**config.mk**
```make
export PLATFORM = sky130hd
export DESIGN_NAME = seg7_scan_driver_flat
export DESIGN_NICKNAME = d
export VERILOG_FILES = /design/src/rtl/seg7_if.sv /design/src/rtl/seg7_scan_driver.sv /design/src/flat_wrapper.sv
export SDC_FILE = /design/constraint.sdc
export NUM_CORES = 1
export LEC_CHECK = 0
export BUFFER_PORTS_ARGS = -buffer_cell sky130_fd_sc_hd__buf_2
export CORE_MARGIN = 4
export CORE_UTILIZATION = 34
export DETAILED_ROUTE_END_ITERATION = 10
export MAX_ROUTING_LAYER = met4
export PLACE_DENSITY = 0.64
export SETUP_SLACK_MARGIN = 0.2
export SYNTH_ARGS = -nofsm -noshare
export SYNTH_HDL_FRONTEND = slang
export SYNTH_SLANG_ARGS = --single-unit
```
**constraint.sdc**
```tcl
create_clock -name clk -period 2.2 [get_ports clk]
set_clock_uncertainty 0.15 [all_clocks]
set_input_delay 0.11 -clock clk [delete_from_list [all_inputs] [get_ports clk]]
set_output_delay 0.11 -clock clk [all_outputs]
set_load 0.02 [all_outputs]
```
**src/rtl/seg7_if.sv**
```systemverilog
// Display-side bundle for the seven-segment scanner: data/controls in,
// segment/anode pins and frame marker out.
interface seg7_if #(
    parameter int NUM_DIGITS = 4
);
    logic [4*NUM_DIGITS-1:0] value;
    logic [NUM_DIGITS-1:0]   dp;
    logic                    load;
    logic                    lz_en;
    logic [7:0]              seg_out;
    logic [NUM_DIGITS-1:0]   anode;
    logic                    frame_start;

    modport master (
        output value, dp, load, lz_en,
        input  seg_out, anode, frame_start
    );

    modport slave (
        input  value, dp, load, lz_en,
        output seg_out, anode, frame_start
    );
endinterface

```
**src/rtl/seg7_scan_driver.sv**
```systemverilog
// Time-multiplexed N-digit common-anode seven-segment driver with per-slot
// blanking, frame-atomic updates and leading-zero suppression.
module seg7_scan_driver #(
    parameter int NUM_DIGITS       = 4,
    parameter int REFRESH_DIV      = 50000,
    parameter int BLANK_CYCLES     = 64,
    parameter bit ANODE_ACTIVE_LOW = 1'b1
) (
    input  logic  clk,
    input  logic  rst,
    seg7_if.slave bus
);
    localparam int CNT_W     = $clog2(REFRESH_DIV);
    localparam int IDX_W     = (NUM_DIGITS > 1) ? $clog2(NUM_DIGITS) : 1;
    localparam int VAL_W     = 4 * NUM_DIGITS;
    localparam bit HAS_BLANK = (BLANK_CYCLES > 0);
    localparam int BLANK_LIM = HAS_BLANK ? BLANK_CYCLES : 1;
    localparam logic [CNT_W-1:0]      CNT_LAST  = CNT_W'(REFRESH_DIV - 1);
    localparam logic [CNT_W-1:0]      CNT_BLANK = CNT_W'(BLANK_LIM);
    localparam logic [IDX_W-1:0]      IDX_LAST  = IDX_W'(NUM_DIGITS - 1);
    localparam logic [NUM_DIGITS-1:0] ANODE_OFF = {NUM_DIGITS{ANODE_ACTIVE_LOW}};

    typedef enum logic {PH_BLANK = 1'b0, PH_ON = 1'b1} phase_t;

    function automatic logic [6:0] font(input logic [3:0] nib);
        logic [6:0] f;
        case (nib)
            4'h0:    f = 7'h40;
            4'h1:    f = 7'h79;
            4'h2:    f = 7'h24;
            4'h3:    f = 7'h30;
            4'h4:    f = 7'h19;
            4'h5:    f = 7'h12;
            4'h6:    f = 7'h02;
            4'h7:    f = 7'h78;
            4'h8:    f = 7'h00;
            4'h9:    f = 7'h10;
            4'hA:    f = 7'h08;
            4'hB:    f = 7'h03;
            4'hC:    f = 7'h46;
            4'hD:    f = 7'h21;
            4'hE:    f = 7'h06;
            4'hF:    f = 7'h0E;
            default: f = 7'h7F;
        endcase
        return f;
    endfunction

    logic [CNT_W-1:0]      cnt_r, cnt_nxt_s;
    logic [IDX_W-1:0]      idx_r, idx_nxt_s;
    logic                  slot_end_s, boundary_s, boundary_d_r;
    phase_t                phase_r, phase_nxt_s;
    logic [VAL_W-1:0]      pend_val_r, disp_val_r;
    logic [NUM_DIGITS-1:0] pend_dp_r, disp_dp_r;
    logic                  pend_lz_r, disp_lz_r;
    logic [NUM_DIGITS-1:0] lz_blank_s, onehot_s, anode_nxt_s, anode_r;
    logic                  zero_run_s;
    logic [7:0]            seg_nxt_s, seg_r;
    logic                  frame_start_r;

    // Slot counter and digit index advance
    always_comb begin
        slot_end_s = (cnt_r == CNT_LAST);
        boundary_s = slot_end_s && (idx_r == IDX_LAST);
        if (slot_end_s) begin
            cnt_nxt_s = '0;
            idx_nxt_s = (idx_r == IDX_LAST) ? '0 : idx_r + IDX_W'(1);
        end else begin
            cnt_nxt_s = cnt_r + CNT_W'(1);
            idx_nxt_s = idx_r;
        end
    end

    // Phase of the upcoming counter value; phase_r always tracks cnt_r
    always_comb begin
        if (HAS_BLANK && (cnt_nxt_s < CNT_BLANK)) begin
            phase_nxt_s = PH_BLANK;
        end else begin
            phase_nxt_s = PH_ON;
        end
    end

    // Scan state register
    always_ff @(posedge clk) begin
        if (rst) begin
            cnt_r        <= '0;
            idx_r        <= '0;
            phase_r      <= HAS_BLANK ? PH_BLANK : PH_ON;
            boundary_d_r <= 1'b0;
        end else begin
            cnt_r        <= cnt_nxt_s;
            idx_r        <= idx_nxt_s;
            phase_r      <= phase_nxt_s;
            boundary_d_r <= boundary_s;
        end
    end

    // Pending capture; display only changes on the frame boundary, where a live load wins
    always_ff @(posedge clk) begin
        if (rst) begin
            pend_val_r <= '0;
            pend_dp_r  <= '0;
            pend_lz_r  <= 1'b0;
            disp_val_r <= '0;
            disp_dp_r  <= '0;
            disp_lz_r  <= 1'b0;
        end else begin
            if (bus.load) begin
                pend_val_r <= bus.value;
                pend_dp_r  <= bus.dp;
                pend_lz_r  <= bus.lz_en;
            end else begin
                pend_val_r <= pend_val_r;
                pend_dp_r  <= pend_dp_r;
                pend_lz_r  <= pend_lz_r;
            end
            if (boundary_s && bus.load) begin
                disp_val_r <= bus.value;
                disp_dp_r  <= bus.dp;
                disp_lz_r  <= bus.lz_en;
            end else if (boundary_s) begin
                disp_val_r <= pend_val_r;
                disp_dp_r  <= pend_dp_r;
                disp_lz_r  <= pend_lz_r;
            end else begin
                disp_val_r <= disp_val_r;
                disp_dp_r  <= disp_dp_r;
                disp_lz_r  <= disp_lz_r;
            end
        end
    end

    // Leading-zero mask: digit k blanks while it and everything above it is zero
    always_comb begin
        lz_blank_s = '0;
        zero_run_s = 1'b1;
        for (int k = NUM_DIGITS - 1; k >= 1; k--) begin
            zero_run_s    = zero_run_s && (disp_val_r[k*4 +: 4] == 4'h0);
            lz_blank_s[k] = disp_lz_r && zero_run_s;
        end
    end

    // Pin values for the current slot phase
    always_comb begin
        onehot_s    = NUM_DIGITS'(1'b1) << idx_r;
        seg_nxt_s   = 8'hFF;
        anode_nxt_s = ANODE_OFF;
        if (phase_r == PH_ON) begin
            anode_nxt_s    = onehot_s ^ ANODE_OFF;
            seg_nxt_s[6:0] = lz_blank_s[idx_r] ? 7'h7F : font(disp_val_r[{idx_r, 2'b00} +: 4]);
            seg_nxt_s[7]   = ~disp_dp_r[idx_r];
        end else begin
            anode_nxt_s = ANODE_OFF;
            seg_nxt_s   = 8'hFF;
        end
    end

    // Registered pins; frame_start lags the boundary so it lines up with digit 0's first output
    always_ff @(posedge clk) begin
        if (rst) begin
            seg_r         <= 8'hFF;
            anode_r       <= ANODE_OFF;
            frame_start_r <= 1'b0;
        end else begin
            seg_r         <= seg_nxt_s;
            anode_r       <= anode_nxt_s;
            frame_start_r <= boundary_d_r;
        end
    end

    assign bus.seg_out     = seg_r;
    assign bus.anode       = anode_r;
    assign bus.frame_start = frame_start_r;
endmodule

```
**src/flat_wrapper.sv**
```systemverilog
// flat-port wrapper written by rule: the top's interface ports become plain ports
module seg7_scan_driver_flat 
#(
    parameter int NUM_DIGITS       = 4,
    parameter int REFRESH_DIV      = 50000,
    parameter int BLANK_CYCLES     = 64,
    parameter bit ANODE_ACTIVE_LOW = 1'b1
)
  (clk, rst, bus_value, bus_dp, bus_load, bus_lz_en, bus_seg_out, bus_anode, bus_frame_start);
  seg7_if #(.NUM_DIGITS(NUM_DIGITS)) bus_i ();
  input  logic clk;
  input  logic rst;
  input wire logic [$bits(bus_i.value)-1:0] bus_value;
  input wire logic [$bits(bus_i.dp)-1:0] bus_dp;
  input wire logic [$bits(bus_i.load)-1:0] bus_load;
  input wire logic [$bits(bus_i.lz_en)-1:0] bus_lz_en;
  output wire logic [$bits(bus_i.seg_out)-1:0] bus_seg_out;
  output wire logic [$bits(bus_i.anode)-1:0] bus_anode;
  output wire logic [$bits(bus_i.frame_start)-1:0] bus_frame_start;
  assign bus_i.value = bus_value;
  assign bus_i.dp = bus_dp;
  assign bus_i.load = bus_load;
  assign bus_i.lz_en = bus_lz_en;
  assign bus_seg_out = bus_i.seg_out;
  assign bus_anode = bus_i.anode;
  assign bus_frame_start = bus_i.frame_start;
  seg7_scan_driver #(.NUM_DIGITS(NUM_DIGITS), .REFRESH_DIV(REFRESH_DIV), .BLANK_CYCLES(BLANK_CYCLES), .ANODE_ACTIVE_LOW(ANODE_ACTIVE_LOW)) u_core (.clk(clk), .rst(rst), .bus(bus_i));
endmodule
```
* Word level (Yosys, flattened, before mapping)
Memory sizes are Yosys's and may differ from the RTL's. A register that Yosys moved wholly into a read port is not among the register bits.
Cells that the tools add are included.
** Word-level totals
- Input bits :: 24
- Output and inout bits :: 13
- Memories :: 1
- Flip-flop bits (word level) :: 68
- Memory bits (read-only) :: 112
- Logic and storage cells :: 51
** Memory list
- (name not given) :: words 16, width 7, read ports 1, clocked after memory_dff 1, write ports 0, line seg7_scan_driver.sv:27 : case (nib)
** Operators by class
- Order comparisons :: 2
- Shift operators :: 2
- Reduce and logical (&&, ||, !) cells :: 13
- Add/sub/neg operators :: 2
- Mux-type cells :: 13
- Equality and inequality tests :: 2
- Bitwise logic cells :: 3
** Operators with widths (number)
- $mux W16 :: 3
- $add A16 B1 Y16 const B :: 1
- $eq A16 B16 Y1 const B :: 1
- $lt A16 B7 Y1 const B :: 1
- $shiftx A16 B5 Y4 :: 1
- $logic_not A4 Y1 :: 3
- $mux W4 :: 2
- $logic_and A1 B1 Y1 :: 7
- $mux W1 :: 5
- $bmux W1 S2 :: 2
- $not A4 Y4 :: 1
- $shl A1 B2 Y4 const A :: 1
- $lt A2 B3 Y1 const B :: 1
- $reduce_or A3 Y1 :: 1
- $add A2 B1 Y2 const B :: 1
- $eq A2 B2 Y1 const B :: 1
- $mux W2 :: 1
- $not A1 Y1 :: 2
- $reduce_bool A2 Y1 :: 1
- $reduce_or A2 Y1 :: 1

* Depth between registers and ports, before layout
Gate-level depths: netlist of run 1.
- Depth in word-level cells :: 7
- Mapped depth :: 8
- Gate-level depth less buffers :: 6

* Least setup slack after synthesis of run 1
OpenSTA, ideal clock, no wires.
- Kind :: reg-to-reg
- From :: register u_core.idx_r[0]
- To :: register u_core.seg_r[3] (netlist: u_core.bus.seg_out[3])
- Period minus slack after synthesis :: 2267 ps
- Data required time :: 1919 ps
- Path slack :: -67 ps
- Path buffers :: 1
- Arrival :: 1986 ps
- Library setup time :: 131 ps
- Stages on the path, launching flop included :: 8
- Cells stage by stage :: dfxtp_1 buf_2 mux4_2 inv_1 ha_1 inv_1 mux4_2 nand2b_1
** On the way
- Longest elaborated chain between the ends :: 3
- Elaborated cells on any way between the ends :: 4
- Classes of those cells :: shift: 1; mux: 2; reduce/logical: 1
** Ends and longest elaborated chain
- start, declared :: line seg7_scan_driver.sv:50 : logic [IDX_W-1:0] idx_r, idx_nxt_s;
- start signal, assigned :: line seg7_scan_driver.sv:92 : idx_r <= idx_nxt_s;
- parallel branches: the longest is 3 deep, another holds $shiftx A16 B5 Y4
- end, declared :: line seg7_scan_driver.sv:58 : logic [7:0] seg_nxt_s, seg_r;
Several ways; the timed one is not identified. The select of a mux whose other input is x is not followed.
A chain may end at the register's enable or synchronous reset.

* Worst setup path in the final report of run 1
Same ends and word-level chain as after synthesis.

==> results.ini, run 1 <==
[clock_tree]
tritoncts = built
clockBufferDepth = 2
cts_sinks = 75
clk_latency_ns = 0.34
cts_htree_levels = 3
cts-root-buf = clkbuf_8
cts_buffers = 9
clkSlewWorstSetupHoldPaths_ns = 0.08

[global_routing]
grt_max_degree = 29
grt_pass1_vias = 2420
grt_use_total_pct = 13.1
grt_pass1_wl_mm = 11.5
gr-total-overflow = 0
antenna_found_initial = 0

[finish]
nNetsFinal = 419
final_util_pct = 46.6
n_antenna_cell = 0
drive_above_1_share_pct = 31.1
multi_input_area_um2 = 1620
syn_to_final_growth_pct = 31.9
nFillCells = 853
final_cells = 497
regArea_um2 = 1520

[sta]
tightest_slew_ns = 0.628
period_minus_slack_ns = 2.07
rsz0062_at_grt = true
holdWs_ns = 0.247
relSlewSlack_pct = 58.2
fmax_ghz = 0.483
hold_viol = 0
finalSetupTns_ns = 0
fin_crit_sh_pct = 94.1
final-setup-viol-count = 0
final_max_slew_viol_count = 0

[hold_path]
min_to = u_core.pend_dp_r[2]
min_from = bus_load
hold_depth = 3
hold_class = input port to flip-flop

[worst_setup_path]
cp-start-kind = flip-flop
critical_path_class = flip-flop to flip-flop
r2r_start = u_core.idx_r[0]
rr_endpoint = u_core.bus.seg_out[3]
path_max_fanout = 5
end_kind = flip-flop
worstRegToRegCells = 6
r2r_slack_ns = 0.13
required_ns = 2.28
arrival_ns = 2.15

[floorplanning]
core_um2 = 8850
die_area_um2 = 10800
io_pins = 37
placementRows = 34
die_w_um = 104
initial_utilization_pct = 35.4
die_h_um = 104

[place]
dp_hpwl_mm = 4.53
port_buffers = 36
gp_congestion = 0.902
dp_cells = 444

[logic_synthesis]
syn_nets = 340
ys_types = 42
synthDominantCellAreaShare_pct = 48.0
syn_area_per_cell_um2 = 10.3
syn_inst = 305
ys_seq_area_share_pct = 48.0
yosysWarnings = 0
netlist_area_um2 = 3130
ys_seq_elements = 75
synthTopCellsByArea = dfxtp_1 (48%), mux2i_1 (7.4%), o2bb2ai_1 (5.9%)
synth_top_cell_by_area = dfxtp_1

[route]
first_pass_iters = 4
antenna_left = 0
routed_wl_mm = 6.94
drt_iter0_drc = 79
remaining_drc_errors = 0
viasPerCell = 5.00
wl_per_cell_um = 14.0
via_count = 2484

[power_and_ir_drop]
powerDensity_nw_per_um2 = 621
ir_worst_vdd_v = 0.000412
leakage_uw = 0.00159

[job]
max_cap_violations = 0

[status]
status = complete, no violations

## Yosys cell counts
cell type	count
nand2_1	13
a31o_2	1
nor3b_1	1
nor4_1	6
nand3b_1	1
o2bb2ai_1	21
or3_2	2
nor2_1	47
and3_1	3
buf_8	1
clkbuf_1	6
buf_6	1
clkbuf_8	1
and2_1	1
buf_2	4
nor2b_1	2
xnor2_1	10
nand2b_1	2
buf_1	2
nand4_1	5
a21oi_2	1
or2_2	2
or3_1	1
nor4_4	1
a21oi_1	4
o221ai_1	2
a311oi_1	1
and4_1	2
or2_1	1
nand3_1	9
a31oi_1	3
o211ai_1	4
or3b_4	1
buf_4	3
o21ai_0	7
mux2i_1	23
dfxtp_1	75
nor3_1	2
xor2_1	6
mux4_2	6
ha_1	11
inv_1	10
## flip-flops by register name (all words and copies together), names as in the netlist, 2 cells and up
signal,flops
u_core.bus.anode,4
u_core.bus.seg_out,8
u_core.idx_r,2
u_core.disp_dp_r,4
u_core.pend_val_r,16
u_core.pend_dp_r,4
u_core.disp_val_r,16
u_core.cnt_r,16
## worst max path at each step
stage,from,slack [ns],endpoint
finish,u_core.idx_r[0],0.13,u_core.bus.seg_out[3]
global route,u_core.idx_r[0],0.07,u_core.bus.seg_out[3]
CTS,u_core.idx_r[0],0.13,u_core.bus.seg_out[3]
detailed placement,u_core.idx_r[0],0.1,u_core.bus.seg_out[3]
global placement,u_core.idx_r[0],0.14,u_core.bus.seg_out[3]
floorplan,u_core.idx_r[0],0.06,u_core.bus.seg_out[3]
## kinds of logic after synthesis
group | after synthesis | share of synthesized area (%)
flops | 75 | 48.0
buf+inv | 28 | 4.80
compound gates | 44 | 10.6
mux | 29 | 11.7
xor+xnor | 16 | 4.48
simple gates | 102 | 16.1
fa+ha+maj | 11 | 4.40
## cell type report
class                           instances  area share [%]
Clock buffer                           11            3.18
Multi-Input combinational cell        202            39.3
Tap cell                              108            3.27
Inverter                               10           0.909
Clock inverter                          5            1.30
Timing Repair Buffer                   86            15.3
Sequential cell                        75            36.7
## metal layers
layer  routed length [µm]  GRT usage (%)  vias to the layer above
met4                   76           4.65                        0
met3                  269           3.79                        8
met1                 3350           16.9                     1182
met2                 3240           19.7                       56
li1                     -              -                     1238
met5                    0              -                        -
## repair_timing
action / 4_1_cts / 5_1_grt
endpoints found under the hold margin: 43 / 0
gates resized for setup: 5 / 36
buffers inserted: 7 / 6
hold buffers: 22 / 0
cloned: 0 / 2
endpoints found under the setup margin: 24 / 37
pin swaps: 2 / 5
## cells in the final DEF (no fill, tap or decap), types with 7 or more instances in the layout
cell type and n:
o2bb2ai_2 8, inv_1 7, nand3_1 8, mux2i_1 23, o2bb2ai_1 13, dlygate4sd3_1 22, xnor2_1 10, nand2_1 13
buf_2 36, dfxtp_1 67, buf_4 22, nor2_1 47, ha_1 8, clkbuf_8 9
## per-stage QoR
step / instance area, µm² / worst slack (ns) / total power, µW
5_1_grt: 4130 / 0.0747 / 2680
4_1_cts: 3920 / 0.129 / 2580
3_3_place_gp: 3430 / 0.142 / 1540
6_report: 4130 / 0.129 / 2560
3_5_place_dp: 3430 / 0.0971 / 1540
2_1_floorplan: 3140 / 0.0623 / 1500
## critical path, cell delays in order, from the launching register on
cell	delay [ns]
dfxtp_4	0.37
mux4_2	0.57
inv_2	0.12
ha_4	0.14
inv_2	0.03
mux4_2	0.44
nand2b_4	0.15
## where the power goes
| group | total (µW) | internal, µW | switching (µW) |
|---|---|---|---|
| sequential | 1390 | 1380 | 10.6 |
| clock | 1010 | 521 | 493 |
| combinational | 155 | 81.3 | 74.0 |
| total | 2560 | 1990 | 578 |
No activity file was read; power rests on OpenSTA's default activity.
==> inputs of run 2 (changes only) <==
--- a/config.mk
+++ b/config.mk
@@ -10,7 +10,7 @@
 export CORE_UTILIZATION = 34
 export DETAILED_ROUTE_END_ITERATION = 10
 export MAX_ROUTING_LAYER = met4
-export PLACE_DENSITY = 0.64
+export PLACE_DENSITY = 0.62
 export SETUP_SLACK_MARGIN = 0.2
 export SYNTH_ARGS = -nofsm -noshare
 export SYNTH_HDL_FRONTEND = slang
==> constraint.sdc (replaced) <==
create_clock -name clk -period 2.52 [get_ports clk]
set_clock_uncertainty 0.15 [all_clocks]
set_input_delay 0.126 -clock clk [delete_from_list [all_inputs] [get_ports clk]]
set_output_delay 0.126 -clock clk [all_outputs]
set_load 0.02 [all_outputs]
==> results.ini, run 2 (synthesis results as in run 1) <==
[status]
status = complete, no violations

[route]
drt_iter0_drc = 62
highest_layer = met4
dr_wl_met2_mm = 2.83
met3_length_um = 180
routed_wl_mm = 6.26
viasPerCell = 4.89
wl_per_cell_um = 13.2
remaining_drc_errors = 0
first_pass_iters = 4
antenna_left = 0
drt-met1-wl_mm = 3.09
via_count = 2313

[worst_setup_path]
worstRegToRegCells = 6
crit_buf_inv = 2
cp_top_family = multiplexers
cp_slowest_cell = mux4_2
end_kind = flip-flop
arrival_ns = 2.23
crit_chain = mux4_2, inv_1, ha_1, inv_1, mux4_2, nand2b_1
cp-start-kind = flip-flop
cp.depth = 6
r2r_slack_ns = 0.36
path_max_fanout = 6
critPathMaxStageDelay_ns = 0.59
required_ns = 2.59
critical_path_class = flip-flop to flip-flop

[clock_tree]
cts-root-buf = clkbuf_8
clockBufferDepth = 2
clkSlewWorstSetupHoldPaths_ns = 0.08
cts_htree_levels = 3
clk_latency_ns = 0.35
cts_buffers = 9
tritoncts = built
cts_sinks = 75
post_cts_buffers = 0

[power_and_ir_drop]
ir_worst_vdd_v = 0.000246
powerDensity_nw_per_um2 = 597
total_power_uw = 2260
leakage_uw = 0.00145

[finish]
nFillCells = 901
n_antenna_cell = 0
nNetsFinal = 395
syn_to_final_growth_pct = 21.1
drive_above_1_share_pct = 19.7
layout_common_cells = dfxtp_1 (74), nor2_1 (47), buf_2 (36)
layout_commonest_cell = dfxtp_1
top_regs = u_core.cnt_r: 16 flops, u_core.disp_val_r: 16 flops, u_core.pend_val_r: 16 flops

[global_routing]
gr-total-overflow = 0
antenna_found_initial = 0
grt_pass1_wl_mm = 10.9
grt_pass1_vias = 2352
grt_use_total_pct = 12.6
grt_max_degree = 30

[sta]
finalSetupTns_ns = 0
final_max_slew_viol_count = 0
tightest_slew_ns = 0.646
fmax_ghz = 0.464
hold_viol = 0
rsz0062_at_grt = false
relSlewSlack_pct = 56.9
final-setup-viol-count = 0
fin_crit_sh_pct = 85.6
period_minus_slack_ns = 2.16

[job]
max_cap_violations = 0

[floorplanning]
placementRows = 34
die_area_um2 = 10800
initial_utilization_pct = 35.4
io_pins = 37
die_h_um = 104
die_w_um = 104
core_um2 = 8850

[place]
port_buffers = 36
dp_hpwl_mm = 4.37
gp_congestion = 0.770

[hold_path]
hold_class = input port to flip-flop
hold_depth = 2

==> run 2: metal layers <==
layer | global-route usage [%] | up-vias
li1 | - | 1182
met1 | 15.7 | 1080
met2 | 19.4 | 36
met3 | 2.42 | 15
met4 | 6.93 | 0
met5 | - | -
==> run 2: final timing paths <==
path | start | end
worst max register to register | u_core.idx_r[0] | u_core.bus.seg_out[3]
worst max-delay path | u_core.idx_r[0] | u_core.bus.seg_out[3]
worst min register to register | u_core.boundary_d_r | u_core.bus.frame_start
worst min-delay path | rst | u_core.cnt_r[2]
==> run 2: report_power, final <==
group	total (µW)	internal, µW	leakage, µW	switching [µW]
Clock	931	484	0.0000987	447
Sequential	1220	1210	0.000610	8.83
Combinational	118	60.5	0.000739	57.1
Total	2260	1750	0.00145	513
==> run 2: area by class of cell <==
class | instances | area [µm²] | share of cell area [%]
Clock buffer | 10 | 138 | 3.63
Clock inverter | 6 | 63.8 | 1.68
Inverter | 10 | 37.5 | 0.990
Multi-Input combinational cell | 202 | 1490 | 39.2
Sequential cell | 75 | 1500 | 39.6
Tap cell | 108 | 135 | 3.56
Timing Repair Buffer | 62 | 428 | 11.3
==> run 2: timing repair <==
| action | CTS | global route |
|---|---|---|
| hold buffers | 21 | 0 |
| hold endpoints to repair | 42 | 0 |
| resized for setup | 0 | 2 |
| setup endpoints to repair | 0 | 23 |
==> run 2: per-stage QoR <==
step / hold slack [ns] / setup slack [ns] / area [µm²] / utilization, % / instances
finish: 0.0939 / 0.363 / 3790 / 42.8 / 473
CTS: 0.0777 / 0.286 / 3780 / 42.7 / 473
floorplan: 0.123 / 0.253 / 3130 / - / 305
global placement: 0.253 / 0.330 / 3370 / 38.1 / 436
global route: 0.110 / 0.243 / 3790 / 42.8 / 473
detailed placement: 0.254 / 0.308 / 3370 / 38.1 / 436
==> run 2: worst register-to-register path: stages, from the launching register on <==
cell and delay, ns:
dfxtp_2 0.37, mux4_2 0.59, inv_1 0.14, ha_1 0.16, inv_1 0.04, mux4_2 0.44, nand2b_1 0.15
==> inputs of run 3 (changes only) <==
--- a/config.mk
+++ b/config.mk
@@ -10,8 +10,8 @@
 export CORE_UTILIZATION = 34
 export DETAILED_ROUTE_END_ITERATION = 10
 export MAX_ROUTING_LAYER = met4
-export PLACE_DENSITY = 0.62
 export SETUP_SLACK_MARGIN = 0.2
+export SLEW_MARGIN = 40
 export SYNTH_ARGS = -nofsm -noshare
 export SYNTH_HDL_FRONTEND = slang
 export SYNTH_SLANG_ARGS = --single-unit
==> results.ini, run 3 (synthesis results as in run 1) <==
[global_routing]
grt_use_met2_pct = 18.4
use_met1_pct = 16.3
antenna_found_initial = 0
grt_use_total_pct = 12.7
grt_pass1_wl_mm = 10.8
grt_max_degree = 30
met3_usage_pct = 4.28
gr-total-overflow = 0
grt_pass1_vias = 2267
gr-max-usage-layer = met2

[finish]
nFillCells = 863
layout_commonest_cell = dfxtp_1
drive_above_1_share_pct = 19.7
n_antenna_cell = 0
syn_to_final_growth_pct = 22.8
layout_common_cells = dfxtp_1 (75), nor2_1 (47), buf_2 (36)
top_regs = u_core.cnt_r: 16 flops, u_core.disp_val_r: 16 flops, u_core.pend_val_r: 16 flops
final_cells = 474
nNetsFinal = 396

[route]
antenna_left = 0
viasPerCell = 4.85
remaining_drc_errors = 0
wl_per_cell_um = 13.1
first_pass_iters = 4
via_count = 2301
drt_iter0_drc = 171
routed_wl_mm = 6.19

[worst_setup_path]
required_ns = 2.59
r2r_start = u_core.idx_r[0]
r2r_slack_ns = 0.30
cp-start-kind = flip-flop
worstRegToRegCells = 6
path_max_fanout = 6
critical_path_class = flip-flop to flip-flop
rr_endpoint = u_core.bus.seg_out[3]
end_kind = flip-flop
arrival_ns = 2.29

[sta]
setup_ws_ns = 0.299
finalSetupTns_ns = 0
fin_crit_sh_pct = 88.1
fmax_ghz = 0.450
final-setup-viol-count = 0
hold_viol = 0
relSlewSlack_pct = 56.5
final_max_slew_viol_count = 0
tightest_slew_ns = 0.652
period_minus_slack_ns = 2.22
rsz0062_at_grt = false

[floorplanning]
core_um2 = 8850
io_pins = 37
die_w_um = 104
initial_utilization_pct = 35.4
die_area_um2 = 10800
die_h_um = 104
placementRows = 34

[clock_tree]
cts_buffers = 9
cts-root-buf = clkbuf_8
cts_htree_levels = 3
clkSlewWorstSetupHoldPaths_ns = 0.09
cts_sinks = 75
clockBufferDepth = 2
ctsResizeCount = 0
clk_latency_ns = 0.35
tritoncts = built

[place]
dp_cells = 436
port_buffers = 36
post-place-ws_ns = 0.304
dp_hpwl_mm = 4.19
gp_congestion = 0.760

[hold_path]
min_to = u_core.pend_val_r[10]
min_from = rst
hold_class = input port to flip-flop
hold_depth = 2

[power_and_ir_drop]
leakage_uw = 0.00147
ir_worst_vdd_v = 0.000390
powerDensity_nw_per_um2 = 640

[job]
max_cap_violations = 0

[status]
status = complete, no violations

-- run 3: worst max-delay path by stage --
stage | cells past startpoint | to | start
6_report | 6 | u_core.bus.seg_out[3] | u_core.idx_r[0]
5_1_grt | 5 | u_core.disp_val_r[7] | u_core.cnt_r[14]
4_1_cts | 6 | u_core.bus.seg_out[3] | u_core.idx_r[0]
3_5_place_dp | 6 | u_core.bus.seg_out[3] | u_core.idx_r[0]
3_3_place_gp | 6 | u_core.bus.seg_out[3] | u_core.idx_r[0]
2_1_floorplan | 7 | u_core.bus.seg_out[3] | u_core.idx_r[0]
-- run 3: what timing repair did --
item | CTS | global route
endpoints found under the setup margin | 0 | 2
buffers inserted | 0 | 1
hold endpoints to repair | 42 | 0
hold buffers | 21 | 0
-- run 3: where the power goes --
part | total [µW] | internal, µW | switching (µW)
clock network | 1120 | 666 | 459
registers | 1220 | 1210 | 9.10
logic | 119 | 60.5 | 58.9
-- run 3: final cells by class --
| type | count | area (µm²) | share of cell area, % |
|---|---|---|---|
| sequential | 75 | 1500 | 39.1 |
| timing repair buffer | 63 | 435 | 11.3 |
| clock buffer | 9 | 124 | 3.22 |
| multi-input combinational | 202 | 1490 | 38.7 |
| inverter | 10 | 37.5 | 0.977 |
| tap | 108 | 135 | 3.52 |
| clock inverter | 7 | 124 | 3.22 |
-- run 3: metal layers --
layer | vias up | part of all wire (%)
met1 | 1063 | 50
li1 | 1186 | -
met2 | 46 | 44
met3 | 6 | 4.5
met4 | 0 | 1.6
met5 | - | 0
-- run 3: per-stage QoR --
stage               power, µW  util (%)  cell area [µm²]  hold WS (ns)
CTS                      2500      43.4             3840        0.0953
finish                   2460      43.4             3840         0.108
global placement         1340      38.1             3370         0.256
floorplan                1310         -             3130         0.123
global route             2560      43.4             3840         0.138
detailed placement       1340      38.2             3380         0.261
-- run 3: critical path, stage by stage, from the launching register on --
cell,delay (ns)
dfxtp_1,0.41
mux4_2,0.61
inv_1,0.14
ha_1,0.17
inv_1,0.04
mux4_2,0.43
nand2b_1,0.14
